$ cat config.mk
export PLATFORM = sky130hd
export DESIGN_NAME = sliding_window_sequencer_flat
export DESIGN_NICKNAME = d
export VERILOG_FILES = /design/src/rtl/sliding_window_sequencer_if.sv /design/src/rtl/sliding_window_sequencer.sv /design/src/flat_wrapper.sv
export SDC_FILE = /design/constraint.sdc
export NUM_CORES = 1
export LEC_CHECK = 0
export ABC_AREA = 0
export CAP_MARGIN = 40
export CORE_ASPECT_RATIO = 0.75
export CORE_UTILIZATION = 55
export DETAILED_ROUTE_END_ITERATION = 16
export PLACE_DENSITY = 0.91
export SETUP_SLACK_MARGIN = 0.3
export SLEW_MARGIN = 10
export SYNTH_ARGS = -nofsm -noshare
export SYNTH_HDL_FRONTEND = slang
export SYNTH_SLANG_ARGS = --single-unit
$ cat constraint.sdc
create_clock -name clk -period 3.1 [get_ports clk]
set_input_delay 0.31 -clock clk [delete_from_list [all_inputs] [get_ports clk]]
set_output_delay 0.31 -clock clk [all_outputs]
set_load 0.03 [all_outputs]
$ cat src/rtl/sliding_window_sequencer_if.sv
// sliding_window_sequencer_if
//   Groups the frame-control, pixel-handshake and window-tag signals of the
//   sliding window sequencer into one bundle.
//
//   master modport : frame controller / pixel source side (drives start,
//                    config and pix_valid, observes everything else)
//   slave modport  : the sequencer itself
//
//   Signals:
//     start           begin a frame (sampled only while idle)
//     cfg_row_length  pixels per row, latched on an accepted start
//     cfg_num_rows    rows per frame, latched on an accepted start
//     pix_valid       upstream pixel present
//     pix_ready       sequencer accepts a pixel this cycle
//     win_reset       one-cycle sync flush for the SlidingWindow datapath
//     win_in_valid    in_valid for the SlidingWindow datapath
//     r_row_length    latched row length for the SlidingWindow datapath
//     win_valid       window holds a complete in-frame neighbourhood
//     win_x / win_y   window top-left coordinate
//     busy            frame in progress
//     done            one-cycle end-of-frame pulse
//     cfg_err         illegal configuration flag (checked builds only)
interface sliding_window_sequencer_if #(
  parameter int COORD_BITS = 4
);
  logic                  start;
  logic [COORD_BITS:0]   cfg_row_length;
  logic [COORD_BITS:0]   cfg_num_rows;
  logic                  pix_valid;
  logic                  pix_ready;
  logic                  win_reset;
  logic                  win_in_valid;
  logic [COORD_BITS:0]   r_row_length;
  logic                  win_valid;
  logic [COORD_BITS-1:0] win_x;
  logic [COORD_BITS-1:0] win_y;
  logic                  busy;
  logic                  done;
  logic                  cfg_err;

  modport master (
    output start, cfg_row_length, cfg_num_rows, pix_valid,
    input  pix_ready, win_reset, win_in_valid, r_row_length,
           win_valid, win_x, win_y, busy, done, cfg_err
  );

  modport slave (
    input  start, cfg_row_length, cfg_num_rows, pix_valid,
    output pix_ready, win_reset, win_in_valid, r_row_length,
           win_valid, win_x, win_y, busy, done, cfg_err
  );
endinterface

$ cat src/rtl/sliding_window_sequencer.sv
// sliding_window_sequencer
//   Frame-level controller for the SlidingWindow datapath. A start command
//   latches the frame geometry, a one-cycle FLUSH resets the window, then the
//   upstream pixel stream is gated into the window while a raster position is
//   tracked. One cycle after each accepted pixel, win_valid reports whether
//   the window now holds a complete in-frame neighbourhood, tagged with its
//   top-left coordinate (win_x, win_y).
//
//   Ports:
//     clk    system clock
//     reset  asynchronous, active-low reset
//     bus    sliding_window_sequencer_if.slave (start/config, pixel
//            handshake, window control and window tag outputs)
//
//   Build option:
//     SLIDING_WINDOW_SEQ_CFG_CHECK_EN  when defined, a start with an illegal
//     geometry skips the frame (IDLE -> DONE) and raises a sticky cfg_err.
//     When undefined, cfg_err is tied low and no check is made.
module sliding_window_sequencer #(
  parameter int WINDOW_NUM_ROWS = 2,
  parameter int WINDOW_NUM_COLS = 2,
  parameter int MAX_ROW_LENGTH  = 16,
  parameter int COORD_BITS      = 4
) (
  input  logic                           clk,
  input  logic                           reset,
  sliding_window_sequencer_if.slave      bus
);

  typedef enum logic [1:0] {IDLE, FLUSH, STREAM, DONE} state_t;

  localparam logic [COORD_BITS-1:0] CNT_ONE   = COORD_BITS'(1);
  localparam logic [COORD_BITS:0]   CFG_ONE   = (COORD_BITS+1)'(1);
  localparam logic [COORD_BITS-1:0] COL_OFF   = COORD_BITS'(WINDOW_NUM_COLS - 1);
  localparam logic [COORD_BITS-1:0] ROW_OFF   = COORD_BITS'(WINDOW_NUM_ROWS - 1);
  localparam logic [COORD_BITS:0]   ROW_LIMIT = (COORD_BITS+1)'(MAX_ROW_LENGTH);

  state_t                state, state_next;
  logic [COORD_BITS-1:0] x, y;
  logic [COORD_BITS-1:0] win_x_q, win_y_q;
  logic [COORD_BITS:0]   row_length, num_rows;
  logic                  win_valid_q;
  logic                  start_ok;
  logic                  accept;
  logic                  last_col, last_row, frame_end;
  logic                  cfg_ok;
  logic                  pix_ready_c, win_reset_c, busy_c, done_c;

  assign start_ok = (state == IDLE) && bus.start;
  assign accept   = (state == STREAM) && bus.pix_valid;

  // The second term caps a row at MAX_ROW_LENGTH so an unchecked bad length
  // (e.g. 0) cannot leave x running without ever closing a row.
  assign last_col  = ({1'b0, x} == row_length - CFG_ONE) ||
                     ({1'b0, x} == ROW_LIMIT - CFG_ONE);
  assign last_row  = ({1'b0, y} == num_rows - CFG_ONE);
  assign frame_end = accept && last_col && last_row;

`ifdef SLIDING_WINDOW_SEQ_CFG_CHECK_EN
  localparam logic [COORD_BITS:0] MIN_LEN  = (COORD_BITS+1)'(WINDOW_NUM_COLS);
  localparam logic [COORD_BITS:0] MIN_ROWS = (COORD_BITS+1)'(WINDOW_NUM_ROWS);
  localparam logic [COORD_BITS:0] MAX_ROWS = (COORD_BITS+1)'(2**COORD_BITS);

  logic cfg_err_q;

  assign cfg_ok = (bus.cfg_row_length >= MIN_LEN)  && (bus.cfg_row_length <= ROW_LIMIT) &&
                  (bus.cfg_num_rows   >= MIN_ROWS) && (bus.cfg_num_rows   <= MAX_ROWS);

  // cfg_err reflects the most recently accepted start and stays set until
  // the next accepted start re-evaluates it.
  always_ff @(posedge clk or negedge reset) begin
    if (!reset) begin
      cfg_err_q <= 1'b0;
    end else if (start_ok) begin
      cfg_err_q <= !cfg_ok;
    end
  end

  assign bus.cfg_err = cfg_err_q;
`else
  assign cfg_ok      = 1'b1;
  assign bus.cfg_err = 1'b0;
`endif

  always_ff @(posedge clk or negedge reset) begin
    if (!reset) begin
      state <= IDLE;
    end else begin
      state <= state_next;
    end
  end

  // Next state plus the purely state-decoded outputs. pix_ready is a direct
  // decode so a pixel and its in_valid reach the window in the same cycle.
  always_comb begin
    state_next  = state;
    pix_ready_c = 1'b0;
    win_reset_c = 1'b0;
    busy_c      = 1'b1;
    done_c      = 1'b0;
    case (state)
      IDLE: begin
        busy_c = 1'b0;
        if (bus.start) begin
          state_next = cfg_ok ? FLUSH : DONE;
        end
      end
      FLUSH: begin
        win_reset_c = 1'b1;
        state_next  = STREAM;
      end
      STREAM: begin
        pix_ready_c = 1'b1;
        if (frame_end) begin
          state_next = DONE;
        end
      end
      DONE: begin
        done_c     = 1'b1;
        state_next = IDLE;
      end
      default: begin
        state_next = IDLE;
      end
    endcase
  end

  // Geometry latch, raster counters and the registered window tag. The tag
  // describes the pixel accepted on the previous cycle, matching the
  // registered output of the SlidingWindow datapath.
  always_ff @(posedge clk or negedge reset) begin
    if (!reset) begin
      row_length  <= '0;
      num_rows    <= '0;
      x           <= '0;
      y           <= '0;
      win_valid_q <= 1'b0;
      win_x_q     <= '0;
      win_y_q     <= '0;
    end else begin
      win_valid_q <= 1'b0;
      if (start_ok) begin
        row_length <= bus.cfg_row_length;
        num_rows   <= bus.cfg_num_rows;
        x          <= '0;
        y          <= '0;
      end
      if (accept) begin
        if (last_col) begin
          x <= '0;
          y <= y + CNT_ONE;
        end else begin
          x <= x + CNT_ONE;
        end
        win_valid_q <= (x >= COL_OFF) && (y >= ROW_OFF);
        win_x_q     <= x - COL_OFF;
        win_y_q     <= y - ROW_OFF;
      end
    end
  end

  assign bus.pix_ready    = pix_ready_c;
  assign bus.win_reset    = win_reset_c;
  assign bus.win_in_valid = bus.pix_valid && pix_ready_c;
  assign bus.r_row_length = row_length;
  assign bus.win_valid    = win_valid_q;
  assign bus.win_x        = win_x_q;
  assign bus.win_y        = win_y_q;
  assign bus.busy         = busy_c;
  assign bus.done         = done_c;

endmodule

$ cat src/flat_wrapper.sv
// flat-port wrapper written by rule: the top's interface ports become plain ports
module sliding_window_sequencer_flat 
#(
  parameter int WINDOW_NUM_ROWS = 2,
  parameter int WINDOW_NUM_COLS = 2,
  parameter int MAX_ROW_LENGTH  = 16,
  parameter int COORD_BITS      = 4
)
  (clk, reset, bus_start, bus_cfg_row_length, bus_cfg_num_rows, bus_pix_valid, bus_pix_ready, bus_win_reset, bus_win_in_valid, bus_r_row_length, bus_win_valid, bus_win_x, bus_win_y, bus_busy, bus_done, bus_cfg_err);
  sliding_window_sequencer_if #(.COORD_BITS(COORD_BITS)) bus_i ();
  input  logic clk;
  input  logic reset;
  input wire logic [$bits(bus_i.start)-1:0] bus_start;
  input wire logic [$bits(bus_i.cfg_row_length)-1:0] bus_cfg_row_length;
  input wire logic [$bits(bus_i.cfg_num_rows)-1:0] bus_cfg_num_rows;
  input wire logic [$bits(bus_i.pix_valid)-1:0] bus_pix_valid;
  output wire logic [$bits(bus_i.pix_ready)-1:0] bus_pix_ready;
  output wire logic [$bits(bus_i.win_reset)-1:0] bus_win_reset;
  output wire logic [$bits(bus_i.win_in_valid)-1:0] bus_win_in_valid;
  output wire logic [$bits(bus_i.r_row_length)-1:0] bus_r_row_length;
  output wire logic [$bits(bus_i.win_valid)-1:0] bus_win_valid;
  output wire logic [$bits(bus_i.win_x)-1:0] bus_win_x;
  output wire logic [$bits(bus_i.win_y)-1:0] bus_win_y;
  output wire logic [$bits(bus_i.busy)-1:0] bus_busy;
  output wire logic [$bits(bus_i.done)-1:0] bus_done;
  output wire logic [$bits(bus_i.cfg_err)-1:0] bus_cfg_err;
  assign bus_i.start = bus_start;
  assign bus_i.cfg_row_length = bus_cfg_row_length;
  assign bus_i.cfg_num_rows = bus_cfg_num_rows;
  assign bus_i.pix_valid = bus_pix_valid;
  assign bus_pix_ready = bus_i.pix_ready;
  assign bus_win_reset = bus_i.win_reset;
  assign bus_win_in_valid = bus_i.win_in_valid;
  assign bus_r_row_length = bus_i.r_row_length;
  assign bus_win_valid = bus_i.win_valid;
  assign bus_win_x = bus_i.win_x;
  assign bus_win_y = bus_i.win_y;
  assign bus_busy = bus_i.busy;
  assign bus_done = bus_i.done;
  assign bus_cfg_err = bus_i.cfg_err;
  sliding_window_sequencer #(.WINDOW_NUM_ROWS(WINDOW_NUM_ROWS), .WINDOW_NUM_COLS(WINDOW_NUM_COLS), .MAX_ROW_LENGTH(MAX_ROW_LENGTH), .COORD_BITS(COORD_BITS)) u_core (.clk(clk), .reset(reset), .bus(bus_i));
endmodule
# --- Yosys cells after proc, flatten, opt, wreduce, memory -nomap -nowiden ---
# Index checks and enable logic that the tools add are counted.
classes:
  n_addsub: 6
  order_cmp: 2
  eq_ne: 8
  n_mux: 14
  n_reduce_logical: 10
op_table:
  columns: ["cell", "count"]
  rows:
  - ["$mux W4", 6]
  - ["$eq A4 B5 Y1", 2]
  - ["$sub A5 B1 Y5 const B", 2]
  - ["$add A4 B1 Y4 const B", 2]
  - ["$ge A4 B1 Y1 const B", 2]
  - ["$pmux W2 S4", 1]
  - ["$sub A4 B1 Y4 const B", 2]
  - ["$logic_and A1 B1 Y1", 6]
  - ["$mux W1", 5]
  - ["$eq A2 B2 Y1 const B", 2]
  - ["$eq A4 B4 Y1 const B", 1]
  - ["$mux W2", 2]
  - ["$eq A2 B1 Y1 const B", 1]
  - ["$logic_not A2 Y1", 1]
  - ["$ne A2 B1 Y1 const B", 1]
  - ["$ne A2 B2 Y1 const B", 1]
  - ["$reduce_and A2 Y1", 1]
  - ["$reduce_bool A2 Y1", 1]
  - ["$logic_or A1 B1 Y1", 1]
totals:
  register_bits: 29
  out_inout_bits: 20

# --- Longest topological paths before layout ---
logic_depth:
  depth_word: 7
  depth_mapped: 7
  mapped_depth_nobuf: 7

# --- Worst setup path before layout ---
# No wires, ideal clock.
synth_path:
  path_type: "flip-flop to flip-flop"
  start: "register u_core.row_length[0] (netlist: u_core.bus.r_row_length[0])"
  end: "register u_core.y[2]"
  setup_time_ps: 120
  arrival_ps: 1910
  t_required_ps: 2980
  slack_ps: 1070
  path_stages_with_launch: 8
  n_path_buf: 0
  synth_period_minus_slack_ps: 2030
  cell_sequence: "dfrtp_1 inv_1 ha_1 nand4b_1 a21oi_1 o311a_4 o221a_2 a31o_2"
synth_via:
  elab_chain_cells: 5
synth_lines:
  columns: ["element", "line", "rtl"]
  rows:
  - ["from (decl)", "sliding_window_sequencer.sv:41", "logic [COORD_BITS:0] row_length, num_rows;"]
  - ["from (signal assigned)", "sliding_window_sequencer.sv:143", "row_length <= bus.cfg_row_length;"]
  - ["$sub A5 B1 Y5", "sliding_window_sequencer.sv:54", "assign last_col = ({1'b0, x} == row_length - CFG_ONE) ||"]
  - ["$eq A4 B5 Y1", "sliding_window_sequencer.sv:54", null]
  - ["$logic_or A1 B1 Y1", "sliding_window_sequencer.sv:54", null]
  - ["$mux W4", "sliding_window_sequencer.sv:149", "if (last_col) begin"]
  - ["$mux W4", "sliding_window_sequencer.sv:148", "if (accept) begin"]
  - ["to (signal assigned)", "sliding_window_sequencer.sv:151", "y <= y + CNT_ONE;"]
  - ["to (decl)", "sliding_window_sequencer.sv:39", "logic [COORD_BITS-1:0] x, y;"]
# No other way between the ends.
# A chain may end at the register's enable or synchronous reset.

# --- Worst setup path after layout ---
layout_path:
  start: "register u_core.state[0]"
  end: "output bus_win_in_valid"
layout_via:
  elab_chain_cells: 3
layout_lines:
  columns: ["element", "line", "rtl"]
  rows:
  - ["from (decl)", "sliding_window_sequencer.sv:38", "state_t state, state_next;"]
  - ["from (signal assigned)", "sliding_window_sequencer.sv:89", "state <= state_next;"]
  - ["$eq A2 B2 Y1", "sliding_window_sequencer.sv:101", "case (state)"]
  - ["$mux W1", "sliding_window_sequencer.sv:101", null]
  - ["$logic_and A1 B1 Y1", "sliding_window_sequencer.sv:164", "assign bus.win_in_valid = bus.pix_valid && pix_ready_c;"]
  - ["to (decl)", "flat_wrapper.sv:19", "output wire logic [$bits(bus_i.win_in_valid)-1:0] bus_win_in_valid;"]
# No other way between the ends.

==> flow_summary.ini <==
[synth]
yosysUniqueCellTypes = 43
synth_area_leaders = dfrtp_1 (42%), ha_1 (9.4%), mux2_2 (6.5%), xnor2_1 (5.1%), nand2_1 (3.7%)
syn_inst = 168
syn_avg_cell_area_um2 = 10.2
yosysTopAreaCellShare_pct = 42.2
synth_flop_cell = dfrtp_1
async_reset_ff_share_pct = 100
synth.yosys.seq_area_share_pct = 42.2
syn-num-nets = 195
yosysTopAreaCell = dfrtp_1
ys.warnings.count = 0
synth_edf_count = 0
netlist_area_mm2 = 0.00172
ys_ff_latch = 29

[outcome]
outcome = finished, final reports clean

[sta]
finalMaxSlewViolations = 0
setup_ws_ps = 612
hold_violations = 0
skew_ps = 1.87
max_freq_mhz = 402
finalCritPeriodShare_pct = 80.3
setup_viol = 0
rsz0062_at_grt = no
maxSlewHeadroom_pct = 59.0
finalSetupTns_ps = 0
period_minus_slack_ps = 2490
worstMarginPinSlew_ps = 613

[placed_design]
placed_area_mm2 = 0.00205
place_ws_ps = 909
place_congestion = 0.861
hpwl_mm = 2.54
io_buffers = 32

[layout]
diodes = 0
final_common_cell = clkdlybuf4s50_1
nets = 226
multiInputGateArea_um2 = 892
layout_common_cells = clkdlybuf4s50_1 (32), dfrtp_1 (29), nand2_1 (17)
final.fill_count = 203
drive_gt1_share_pct = 11.1
final_area_mm2 = 0.00214
synthToLayoutAreaGrowth_pct = 24.3
layout.area.seq_um2 = 726

[setup_path]
cp-start-kind = flip-flop
path_cells = inv_1 -> ha_1 -> nand2_1 -> buf_4 -> inv_1 -> clkdlybuf4s50_1
worst_path_most_repeated_cell = inv_1
cpMaxStageDelayCell = clkdlybuf4s50_1
cp_num_buf_inv = 4
endpoint_kind = output pin
cp_max_fo = 23
critical_path_class = flip-flop to output pin
crit_arrival_ps = 2180
required_ps = 2790
max_stage_delay_ps = 700
cpLargestDelayFamily = buffers and inverters

[clock_network]
cts_tree = done
clk_path_buf_depth = 2
clkSinkCount = 29
clk_pin_slew_worst_paths_ps = 60
numCtsBuffers = 5
clockRootBuffer = clkbuf_8
post_cts_buffers = 0
hold_buffers = 0
clk_latency_ps = 280
cts-resized-gates = 0
cts_max_level = 2

[floorplanning]
rows = 17
die_h_um = 50.5
die_x_um = 66.6
die-area_mm2 = 0.00336
coreArea_mm2 = 0.00296
initial_core_util_pct = 58.2
pin_count = 34

[job]
maxCapViolations = 0

[routing]
via_per_inst = 5.58
drc = 0
drt_wl_total_mm = 3.55
wire_per_inst_um = 15.0
vias = 1322
ant_nets = 0
first_iter_violations = 53
first_pass_iters = 5

[power_and_ir_drop]
powerDensity_mw_per_mm2 = 1040
peakVddDrop_mv = 0.741
p_leak_nw = 0.991

[grt]
grt_pass1_vias = 1320
grt_pass1_wl_mm = 5.89
antenna_found_initial = 0
grt_max_degree = 30
grt-ovfl-total = 0
track_usage_pct = 24.3

[worst_hold_path]
min_path_type = input port to async pin
layout make-up:
cell class / instances / share of cell area, %
multi-input combinational: 115 / 41.7
sequential: 29 / 33.9
inverter: 14 / 2.46
timing repair buffer: 34 / 15.7
tap: 38 / 2.22
clock buffer: 7 / 4.04
layer usage:
layer	global-route usage, %	part of all wire (%)	wire, um	up-vias
li1	-	-	-	644
met1	28.1	43	1520	615
met2	42.4	50	1790	46
met3	5.45	4.8	169	17
met4	11.0	2.0	71	0
met5	0	0	0	-
synthesized netlist by cell type, drive strengths merged (4+ instances only):
library cell   n
dfrtp         29
nand2         17
inv           14
ha            13
mux2          10
xnor2         10
o21ai          9
clkbuf         6
nor3           6
nor2           5
xor2           5
buf            4
cells by family (layout without fill, tap and decap cells):
group / after synthesis / after routing / synth area share (%)
AOI/OAI and AO/OA: 29 / 29 / 12.9
xor gates and xnor gates: 15 / 15 / 7.63
adders and majority gates: 13 / 13 / 9.45
buffers and inverters: 24 / 55 / 6.03
DFF: 29 / 29 / 42.2
muxes: 13 / 13 / 8.29
other: 1 / 1 / 0.218
and+or+nand+nor: 44 / 44 / 13.3
through the flow:
step / hold slack (ps) / power (W) / util, % / std cells
5_1_grt: 466 / 0.00238 / 72.4 / 237
4_1_cts: 428 / 0.00224 / 72.4 / 237
2_1_floorplan: 14.4 / 0.00152 / - / 168
3_5_place_dp: 475 / 0.00191 / 69.4 / 230
3_3_place_gp: 466 / 0.00184 / 69.4 / 230
6_report: 415 / 0.00223 / 72.4 / 237
flip-flops by register name, indices dropped and copies added (netlist names):
signal	flops
u_core.bus.r_row_length	5
u_core.num_rows	5
u_core.bus.win_x	4
u_core.bus.win_y	4
u_core.x	4
u_core.y	4
u_core.state	2
u_core.bus.win_valid	1
path summary, 6_finish.rpt:
| check | from | to | slack (ps) | cells after the start |
|---|---|---|---|---|
| min | reset | u_core.bus.win_y[2]$_DFFE_PN0P_ | 410 | 2 |
| max | u_core.state[0]$_DFFE_PN0P_ | bus_win_in_valid | 610 | 6 |
| min in group clk | u_core.bus.win_x[3]$_DFFE_PN0P_ | u_core.bus.win_x[3]$_DFFE_PN0P_ | 480 | 2 |
| max in group asynchronous | reset | u_core.num_rows[1]$_DFFE_PN0P_ | 2420 | 2 |
| min reg2reg | u_core.bus.win_x[3]$_DFFE_PN0P_ | u_core.bus.win_x[3]$_DFFE_PN0P_ | 480 | 2 |
| max reg2reg | u_core.bus.r_row_length[0]$_DFFE_PN0P_ | u_core.state[1]$_DFFE_PN0P_ | 1120 | 7 |
power breakdown:
part           internal, W  switching, W  total (W)
Sequential        0.000535      0.000186   0.000721
Combinational     0.000554      0.000648    0.00120
Clock             0.000175      0.000134   0.000310
worst reg2reg max path: cells and delay by family (launching register included):
family                   cells  cell delay, ps
adder cells (fa/ha/maj)      1             230
buffers and inverters        1              70
AND/OR/NAND/NOR              1             110
AO/OA/AOI/OAI                4            1030
flip-flops                   1             420
Power figures use the tool's default switching activity.
